===== config.mk =====
export PLATFORM = sky130hd
export DESIGN_NAME = fp_add_arbiter
export DESIGN_NICKNAME = d
export VERILOG_FILES = /design/src/rtl/fp_arb_pkg.sv /design/src/rtl/rr_arbiter.sv /design/src/rtl/fp_add_arbiter.sv
export SDC_FILE = /design/constraint.sdc
export NUM_CORES = 1
export LEC_CHECK = 0
export CORE_AREA = 2 2 155 157
export DETAILED_ROUTE_END_ITERATION = 16
export DIE_AREA = 0 0 157 159
export GPL_TIMING_DRIVEN = 0
export HOLD_SLACK_MARGIN = 0.02
export PLACE_DENSITY = 0.73
export SLEW_MARGIN = 0
export SYNTH_ARGS = -nofsm -noshare
export SYNTH_HDL_FRONTEND = slang
export SYNTH_SLANG_ARGS = --single-unit

===== constraint.sdc =====
create_clock -name clk -period 4.1 [get_ports clk]
set_input_delay 1.23 -clock clk [delete_from_list [all_inputs] [get_ports clk]]
set_output_delay 1.23 -clock clk [all_outputs]
set_load 0.05 [all_outputs]

===== src/rtl/fp_arb_pkg.sv =====
// Shared types and helpers for the floating-point adder arbiter.
package fp_arb_pkg;

  localparam int unsigned FP_W_DEF  = 32;
  localparam int unsigned MAX_REQ   = 16;
  localparam int unsigned MAX_IDX_W = 4;

  typedef enum logic [1:0] {
    IDLE,
    ISSUE,
    WAIT,
    RESP
  } arb_state_e;

  typedef struct packed {
    logic                 found;
    logic [MAX_IDX_W-1:0] idx;
  } rr_pick_t;

  // First asserted bit of req[n-1:0], searching upward from ptr and wrapping.
  function automatic rr_pick_t rr_first_one(input logic [MAX_REQ-1:0]   req,
                                            input logic [MAX_IDX_W-1:0] ptr,
                                            input int unsigned          n);
    rr_pick_t    r;
    int unsigned j;
    r = '0;
    for (int unsigned i = 0; i < MAX_REQ; i++) begin
      j = 32'(ptr) + i;
      if (j >= n) begin
        j = j - n;
      end
      if ((i < n) && !r.found && req[j[MAX_IDX_W-1:0]]) begin
        r.found = 1'b1;
        r.idx   = MAX_IDX_W'(j);
      end
    end
    return r;
  endfunction

endpackage


===== src/rtl/rr_arbiter.sv =====
// Combinational round-robin pick: one-hot grant and binary index of the winner.
module rr_arbiter
  import fp_arb_pkg::*;
#(
  parameter int unsigned NUM_REQ = 4,
  parameter int unsigned ID_W    = 2
) (
  input  logic [NUM_REQ-1:0] req,
  input  logic [ID_W-1:0]    ptr,
  input  logic               en,
  output logic [NUM_REQ-1:0] gnt_c,
  output logic [ID_W-1:0]    idx_c
);

  logic [MAX_REQ-1:0] req_ext;
  rr_pick_t           pick;

  always_comb begin
    req_ext                = '0;
    req_ext[NUM_REQ-1:0]   = req;
    pick                   = rr_first_one(req_ext, MAX_IDX_W'(ptr), NUM_REQ);
    idx_c                  = ID_W'(pick.idx);
    gnt_c                  = '0;
    if (en && pick.found) begin
      gnt_c[idx_c] = 1'b1;
    end
  end

endmodule


===== src/rtl/fp_add_arbiter.sv =====
// Round-robin front end sharing one multi-cycle FP adder among NUM_REQ requesters.
// Optional watchdog on the adder's done strobe: define FP_ARB_TIMEOUT_EN.
module fp_add_arbiter
  import fp_arb_pkg::*;
#(
  parameter  int unsigned NUM_REQ     = 4,
  parameter  int unsigned FP_W        = FP_W_DEF,
  parameter  int unsigned TIMEOUT_CYC = 64,
  localparam int unsigned ID_W        = (NUM_REQ > 1) ? $clog2(NUM_REQ) : 1
) (
  input  logic                    clk,
  input  logic                    reset,
  input  logic [NUM_REQ-1:0]      req_valid,
  output logic [NUM_REQ-1:0]      req_ready,
  input  logic [NUM_REQ*FP_W-1:0] req_x,
  input  logic [NUM_REQ*FP_W-1:0] req_y,
  output logic                    add_start,
  output logic [FP_W-1:0]         add_x,
  output logic [FP_W-1:0]         add_y,
  input  logic                    add_done,
  input  logic [FP_W-1:0]         add_sum,
  output logic                    rsp_valid,
  input  logic                    rsp_ready,
  output logic [ID_W-1:0]         rsp_id,
  output logic [FP_W-1:0]         rsp_sum,
  output logic                    rsp_err
);

  arb_state_e        state_q, state_d;
  logic [ID_W-1:0]   ptr_q, ptr_d;
  logic              add_start_q, add_start_d;
  logic [FP_W-1:0]   add_x_q, add_x_d;
  logic [FP_W-1:0]   add_y_q, add_y_d;
  logic              rsp_valid_q, rsp_valid_d;
  logic [ID_W-1:0]   rsp_id_q, rsp_id_d;
  logic [FP_W-1:0]   rsp_sum_q, rsp_sum_d;

  logic              arb_en_c;
  logic [NUM_REQ-1:0] gnt_c;
  logic [ID_W-1:0]   win_idx_c;
  logic              accept_c;

`ifdef FP_ARB_TIMEOUT_EN
  localparam int unsigned TMO_W = $clog2(TIMEOUT_CYC + 1);
  logic [TMO_W-1:0] tmo_cnt_q, tmo_cnt_d;
  logic             rsp_err_q, rsp_err_d;
`else
  logic unused_timeout_cfg;
  assign unused_timeout_cfg = |32'(TIMEOUT_CYC);
`endif

  // Grants only while idle and out of reset, so req_ready stays low during reset.
  assign arb_en_c = reset && (state_q == IDLE);

  rr_arbiter #(
    .NUM_REQ (NUM_REQ),
    .ID_W    (ID_W)
  ) u_rr_arbiter (
    .req   (req_valid),
    .ptr   (ptr_q),
    .en    (arb_en_c),
    .gnt_c (gnt_c),
    .idx_c (win_idx_c)
  );

  assign accept_c = |(req_valid & gnt_c);

  always_comb begin
    state_d     = state_q;
    ptr_d       = ptr_q;
    add_start_d = 1'b0;
    add_x_d     = add_x_q;
    add_y_d     = add_y_q;
    rsp_valid_d = rsp_valid_q;
    rsp_id_d    = rsp_id_q;
    rsp_sum_d   = rsp_sum_q;
`ifdef FP_ARB_TIMEOUT_EN
    tmo_cnt_d   = tmo_cnt_q;
    rsp_err_d   = rsp_err_q;
`endif
    case (state_q)
      IDLE: begin
        if (accept_c) begin
          add_x_d     = req_x[32'(win_idx_c) * FP_W +: FP_W];
          add_y_d     = req_y[32'(win_idx_c) * FP_W +: FP_W];
          rsp_id_d    = win_idx_c;
          add_start_d = 1'b1;
          state_d     = ISSUE;
`ifdef FP_ARB_TIMEOUT_EN
          rsp_err_d   = 1'b0;
`endif
        end
      end
      ISSUE: begin
        state_d = WAIT;
`ifdef FP_ARB_TIMEOUT_EN
        tmo_cnt_d = '0;
`endif
      end
      WAIT: begin
        if (add_done) begin
          rsp_sum_d   = add_sum;
          rsp_valid_d = 1'b1;
          state_d     = RESP;
        end
`ifdef FP_ARB_TIMEOUT_EN
        else if (tmo_cnt_q == TMO_W'(TIMEOUT_CYC)) begin
          rsp_sum_d   = '0;
          rsp_err_d   = 1'b1;
          rsp_valid_d = 1'b1;
          state_d     = RESP;
        end else begin
          tmo_cnt_d = tmo_cnt_q + TMO_W'(1);
        end
`endif
      end
      RESP: begin
        if (rsp_ready) begin
          rsp_valid_d = 1'b0;
          state_d     = IDLE;
          // Next search starts just past the requester that was served.
          ptr_d = (rsp_id_q == ID_W'(NUM_REQ - 1)) ? '0 : rsp_id_q + ID_W'(1);
        end
      end
      default: begin
        state_d = IDLE;
      end
    endcase
  end

  always_ff @(posedge clk) begin
    if (!reset) begin
      state_q     <= IDLE;
      ptr_q       <= '0;
      add_start_q <= 1'b0;
      add_x_q     <= '0;
      add_y_q     <= '0;
      rsp_valid_q <= 1'b0;
      rsp_id_q    <= '0;
      rsp_sum_q   <= '0;
`ifdef FP_ARB_TIMEOUT_EN
      tmo_cnt_q   <= '0;
      rsp_err_q   <= 1'b0;
`endif
    end else begin
      state_q     <= state_d;
      ptr_q       <= ptr_d;
      add_start_q <= add_start_d;
      add_x_q     <= add_x_d;
      add_y_q     <= add_y_d;
      rsp_valid_q <= rsp_valid_d;
      rsp_id_q    <= rsp_id_d;
      rsp_sum_q   <= rsp_sum_d;
`ifdef FP_ARB_TIMEOUT_EN
      tmo_cnt_q   <= tmo_cnt_d;
      rsp_err_q   <= rsp_err_d;
`endif
    end
  end

  assign req_ready = gnt_c;
  assign add_start = add_start_q;
  assign add_x     = add_x_q;
  assign add_y     = add_y_q;
  assign rsp_valid = rsp_valid_q;
  assign rsp_id    = rsp_id_q;
  assign rsp_sum   = rsp_sum_q;
`ifdef FP_ARB_TIMEOUT_EN
  assign rsp_err   = rsp_err_q;
`else
  assign rsp_err   = 1'b0;
`endif

endmodule


# == Word-level counts from Yosys, hierarchy flattened ==
# Index checks and enable logic that the tools add are counted.
# totals
regBits,104
output_inout_bits,105
elab_cells,82
in_bits,296
# classes
n_addsub,8
n_lt_le_gt_ge,10
mux,28
n_reduce_logical,18
bitwise,1
n_eq_ne,7
shifts,2
# op_table
cell,count
$shiftx 128x8->32,2
$ge 32x3->1 const B,3
$lt 4x5->1 const B,4
$mux 4,5
$mux 5,4
$bmux 1 s4,4
$sub 4x3->4 const B,3
$mux 1,8
$mux 2,4
$pmux 2 s4,1
$reduce_and 2->1,4
$add 2x2->3 const B,2
$eq 2x2->1 const B,3
$logic_and 1x1->1,6
$ne 2x2->1 const B,3
$reduce_and 3->1,2
$and 4x4->4,1
$reduce_or 4->1,1
$sub 2x3->4 const B,1
$add 2x1->3 const B,1
$ge 2x3->1 const B,1
$logic_not 1->1,3
$lt 2x3->1 const B,1
$add 2x1->2 const B,1
6 further kinds,6

# == Logic depth before layout (Yosys ltp) ==
# logic_depth
word_depth,23
mapped_depth,12
mapped_depth_nobuf,9

# == Hierarchy ==
# A second synthesis with hierarchy kept.
# hier_totals
cells_unflattened,473
hier_area_um2,5607.9
# modules_own_cells
module,cells_per_inst,seq_area_each_um2,n_inst,area_each_um2
fp_add_arbiter,421,2082.0,1,5159.9
rr_arbiter,52,0.0,1,447.9

# == Worst setup path after synthesis ==
# OpenSTA, ideal clock, no wires.
# synth_timing
path_type,input to output
start,in req_valid[3]
end,out req_ready[3]
stages,6
arrival_time_ns,3.527
slack_ns,-0.657
required_ns,2.870
n_path_buf,0
path_cell_list,mux2i_2 -> nor3_4 -> a211o_1 -> or3_4 -> and2_1 -> nor3_1
# synth_via
elab_chain_len,17
elab_cells_between_ends,25
classes_between,order compare (2); mux (15); reduce/logical (8)
# synth_rtl
item,line,text
from (decl),fp_add_arbiter.sv:13,"input logic [NUM_REQ-1:0] req_valid,"
$bmux 1 s4,fp_arb_pkg.sv:32,if ((i < n) && !r.found && req[j[MAX_IDX_W-1:0]]) begin
$mux 1 (not written as such),fp_arb_pkg.sv:32,
$mux 5,fp_arb_pkg.sv:32,
$logic_not 1->1,fp_arb_pkg.sv:32,
$logic_and 1x1->1,fp_arb_pkg.sv:32,
$mux 5,fp_arb_pkg.sv:32,
$logic_not 1->1,fp_arb_pkg.sv:32,
$logic_and 1x1->1,fp_arb_pkg.sv:32,
$mux 5,fp_arb_pkg.sv:32,
$logic_not 1->1,fp_arb_pkg.sv:32,
$logic_and 1x1->1,fp_arb_pkg.sv:32,
$mux 5 (*),fp_arb_pkg.sv:32,
$lt 2x3->1 (not written as such) or $ge 2x1->1 (tied branches),rr_arbiter.sv:25,gnt_c[idx_c] = 1'b1;
$logic_and 1x1->1 (not written as such),rr_arbiter.sv:25,
$mux 1 (not written as such),rr_arbiter.sv:25,
$demux 1 s2,--,
$mux 4 (*),rr_arbiter.sv:24,if (en && pick.found) begin
to (decl),fp_add_arbiter.sv:14,"output logic [NUM_REQ-1:0] req_ready,"
# Mark *: on every way between the ends. The rest lies on a longest branch, timed or not. The select of a mux whose other input is x is not followed.

# == Final worst setup path ==
# layout_timing
start,in req_valid[2]
end,out req_ready[3]
# The elaborated chain is that of the path after synthesis.

==> out/results.txt <==
The later pin in the worst-skew pair is clocked with a latency of 0.36 ns. Measured against its own limit, the worst slew margin works out to 42.70%. The tools report the part of the Yosys area used for sequential elements as 28.58%. Summed over all failing endpoints, the final setup total negative slack is 0 ns.

The tools report the number of DRC markers after the initial detailed-route iteration as 706. For this run, the leading register cell type out of synthesis is sky130_fd_sc_hd__dfxtp_1. The average instance in the mapped netlist occupies 10.62 sq um.

For the initial antenna violation count, the log shows 0. Row generation in the floorplan step produced 56 rows. The run finished with clean final reports. For the largest net degree at the start of global routing, the log shows 21.

The die covers 24,960 sq um. The cell type contributing the most total cell area after synthesis is sky130_fd_sc_hd__dfxtp_1. 0 antenna diodes ended up in the layout. The tree built by TritonCTS fans out to 104 sinks.

The worst setup path is of the input pin to output port kind. The region available for standard cell placement spans 23,190 sq um. The total wire length after detailed routing came out at 29,860 um. Power spread over the standard cell area amounts to 543.4 nW/um^2.

The total global routing overflow is 0, and the post-synthesis cell count is 686. Highest clock rate: 245.7 MHz. IR analysis of the VDD net gives a maximum drop of 0.2266 mV. In the final routed layout, each cell accounts on average for 20.72 um. Along the worst hold path, the cell count comes to 2.

The share of cells above drive strength 1 came out at 18.09%. The logs give 0 for the post-route antenna net violation count and 0 for the number of endpoints failing setup at the final stage. The die is 157 um wide. The net count of the finished layout is 1,422. Final worst clock skew: 0.01424 ns. The tool flagged a number of max-cap violations equal to 0. Clock tree root buffer cell: sky130_fd_sc_hd__clkbuf_16.

The global router's overall resource usage was 22.73%; the growth of design area from synthesis to finish was 69.60%. Setup slack on the critical path of the routed design comes to 0.02957 ns. The per-cell via count in the routed design came out at 5.335. The finished cells cover 12,350 sq um.

The register clock-pin slew on the reported worst setup and hold paths was 0.08 ns; the DRC violations left was 0. The tools report the hold violation count in the final report as 0. For the worst setup path, the data arrival time is 2.84 ns. Of the available clock period, the critical path in the final layout requires 99.28%. The run gives 3 as the H-tree depth.

Die boundary height: 159 um. The number of enable-type register cells in the synthesized netlist is 0, and the warning count from the yosys run is 0. Sorting the synthesized cells by area gives the leading types as sky130_fd_sc_hd__dfxtp_1 29%, sky130_fd_sc_hd__a221oi_2 13%, sky130_fd_sc_hd__mux2_1 10%. For the wire length of the first global-routing pass, the log shows 44,050 um. The number of different library cells used by synthesis comes to 54. The tools report the count of hold buffers inserted by post-cts repair as 0. Once detailed placement completed, the half-perimeter wirelength came to 23,200 um. The initial utilization of the core area, before any placement, comes to 31.41%.

The worst hold path belongs to the class flop to flop. The via count came out at 7,688. STA puts the critical path data required time at 2.87 ns. Pin placement for this block handled 401 I/O pins. Setup repair after global routing could not meet its margin everywhere. Summed over all cells, the static leakage comes to 4.756 nW. The minimum clock period is 4.070 ns.

After synthesis, the share of flip-flops with an asynchronous set or reset is 0%. Measured in cells, the most critical reg-to-reg path has a length of 12. The tools report the number of max-slew violations in the final report as 0. Routability-driven placement finished with a final weighted congestion of 0.8466.

STA classifies the critical path startpoint as an input pin. The placed cell area was 11,710 sq um. The top fanout value on the critical path was 6. Buffers placed on the I/O ports in this run total 399. The endpoint type of the worst setup path is an output port. For the setup slack at placement, the log shows -1.542 ns. The run gives 991 as the total nets after synthesis.

In this run, synthesis produced a sequential element count of 104. The number of global-route vias before repair is 7,744, and the buffer depth of the longest clock path is 2. TritonCTS built the clock tree. Clock tree synthesis inserted a total of 9 buffers.

The slew at the pin closest to its max-slew limit was 0.8595 ns. The cell area after technology mapping is 7284 sq um, and the share of the synthesized area in the top cell type is 28.58%. For the number of search-and-repair iterations in the first detailed-routing pass, the log shows 9.
==> Yosys cell counts (3+ instances only) <==
cell	instances
sky130_fd_sc_hd__a21oi_1	102
sky130_fd_sc_hd__clkbuf_1	6
sky130_fd_sc_hd__buf_6	16
sky130_fd_sc_hd__a222oi_1	64
sky130_fd_sc_hd__buf_1	5
sky130_fd_sc_hd__bufbuf_8	3
sky130_fd_sc_hd__a221oi_1	4
sky130_fd_sc_hd__inv_1	7
sky130_fd_sc_hd__nor2_1	7
sky130_fd_sc_hd__ha_1	9
sky130_fd_sc_hd__dfxtp_1	104
sky130_fd_sc_hd__clkbuf_8	17
sky130_fd_sc_hd__nand2_1	73
sky130_fd_sc_hd__mux2i_1	67
sky130_fd_sc_hd__and2_1	4
sky130_fd_sc_hd__nor3_1	4
sky130_fd_sc_hd__buf_8	9
sky130_fd_sc_hd__a221oi_2	61
sky130_fd_sc_hd__mux2_1	66
sky130_fd_sc_hd__buf_2	9
sky130_fd_sc_hd__buf_12	4
sky130_fd_sc_hd__o21ai_0	5
==> through the flow <==
step	utilization [%]	instances	hold slack, ns	total power, mW
final	53.27	1441	0.4562	6.714
after global routing	53.27	1441	0.4763	7.017
after CTS	52.71	1438	0.4588	6.739
after detailed placement	50.47	1404	0.4474	5.719
after global placement	50.47	1404	0.4403	5.677
after floorplan	-	686	0.4948	4.284
==> flip-flops by register name, indices dropped and copies added, names as in the netlist <==
register / flops
state_q: 2
add_start: 1
rsp_valid: 1
rsp_sum: 32
ptr_q: 2
rsp_id: 2
add_y: 32
add_x: 32
==> per-layer routing <==
| metal | wire length, um | vias up | part of all wire [%] | track usage [%] |
|---|---|---|---|---|
| li1 | - | 3623 | - | - |
| met1 | 11480 | 3668 | 38 | 25.66 |
| met2 | 14850 | 349 | 50 | 40.29 |
| met3 | 2648 | 48 | 8.9 | 6.832 |
| met4 | 878 | 0 | 2.9 | 7.882 |
| met5 | 0 | - | 0 | 0 |
==> placed cells by master, fill, tap and decap left out, drive strengths merged, types with 3 or more instances in the layout <==
master | Yosys | layout
mux2i | 69 | 69
nor3 | 6 | 6
a222oi | 64 | 64
and2 | 4 | 4
a21oi | 105 | 105
nor2 | 7 | 7
clkdlybuf4s50 | 0 | 390
dfxtp | 104 | 104
bufbuf | 3 | 3
clkbuf | 24 | 32
o21ai | 5 | 5
a221oi | 65 | 65
buf | 44 | 74
ha | 9 | 9
mux2 | 69 | 69
inv | 8 | 12
nand2 | 73 | 73
==> what timing repair did <==
action                                  4_1_cts  5_1_grt
pin swaps                                     8        8
buffers inserted                             20        3
gates cloned                                  0        0
gates resized for setup                      69       23
endpoints found under the setup margin        4        4
==> critical path, cell delays in order <==
cell and delay (ns):
sky130_fd_sc_hd__buf_4 0.14, sky130_fd_sc_hd__mux2i_4 0.17, sky130_fd_sc_hd__nor3_4 0.09, sky130_fd_sc_hd__buf_4 0.17
sky130_fd_sc_hd__buf_4 0.15, sky130_fd_sc_hd__a21oi_2 0.17, sky130_fd_sc_hd__a21oi_4 0.07, sky130_fd_sc_hd__buf_12 0.15
sky130_fd_sc_hd__buf_4 0.13, sky130_fd_sc_hd__nor3_4 0.17, sky130_fd_sc_hd__buf_6 0.18
==> worst paths after layout <==
check	startpoint	slack, ns	end
worst max-delay path	req_valid[2]	0.03	req_ready[3]
worst min-delay path	rsp_sum[12]	0.46	rsp_sum[12]
worst max register to register	ptr_q[1]	0.55	add_y[10]
worst min register to register	rsp_sum[12]	0.46	rsp_sum[12]
==> final cells by class <==
class | instances | area (sq um)
clock inverter | 7 | 95.09
clock buffer | 9 | 225.2
fill | 2118 | 10840
sequential | 104 | 2090
timing repair buffer | 422 | 4193
multi-input combinational | 500 | 4512
tap | 319 | 399.1
buffer | 72 | 799.5
inverter | 8 | 41.29
==> power by group <==
group,switching [mW],total (mW),internal [mW]
Sequential,0.212,1.59,1.37
Combinational,2.48,4.17,1.69
Clock,0.461,0.957,0.496
Total,3.15,6.71,3.56
==> cell families after synthesis <==
logic type / share of synthesized area [%]
buffers and inverters: 11.66
AOI/OAI and AO/OA: 31.76
other: 0.05148
muxes: 20.35
and+or+nand+nor: 6.046
adders and majority gates: 1.546
DFF: 28.58
No activity file was read; power rests on OpenSTA's default activity.
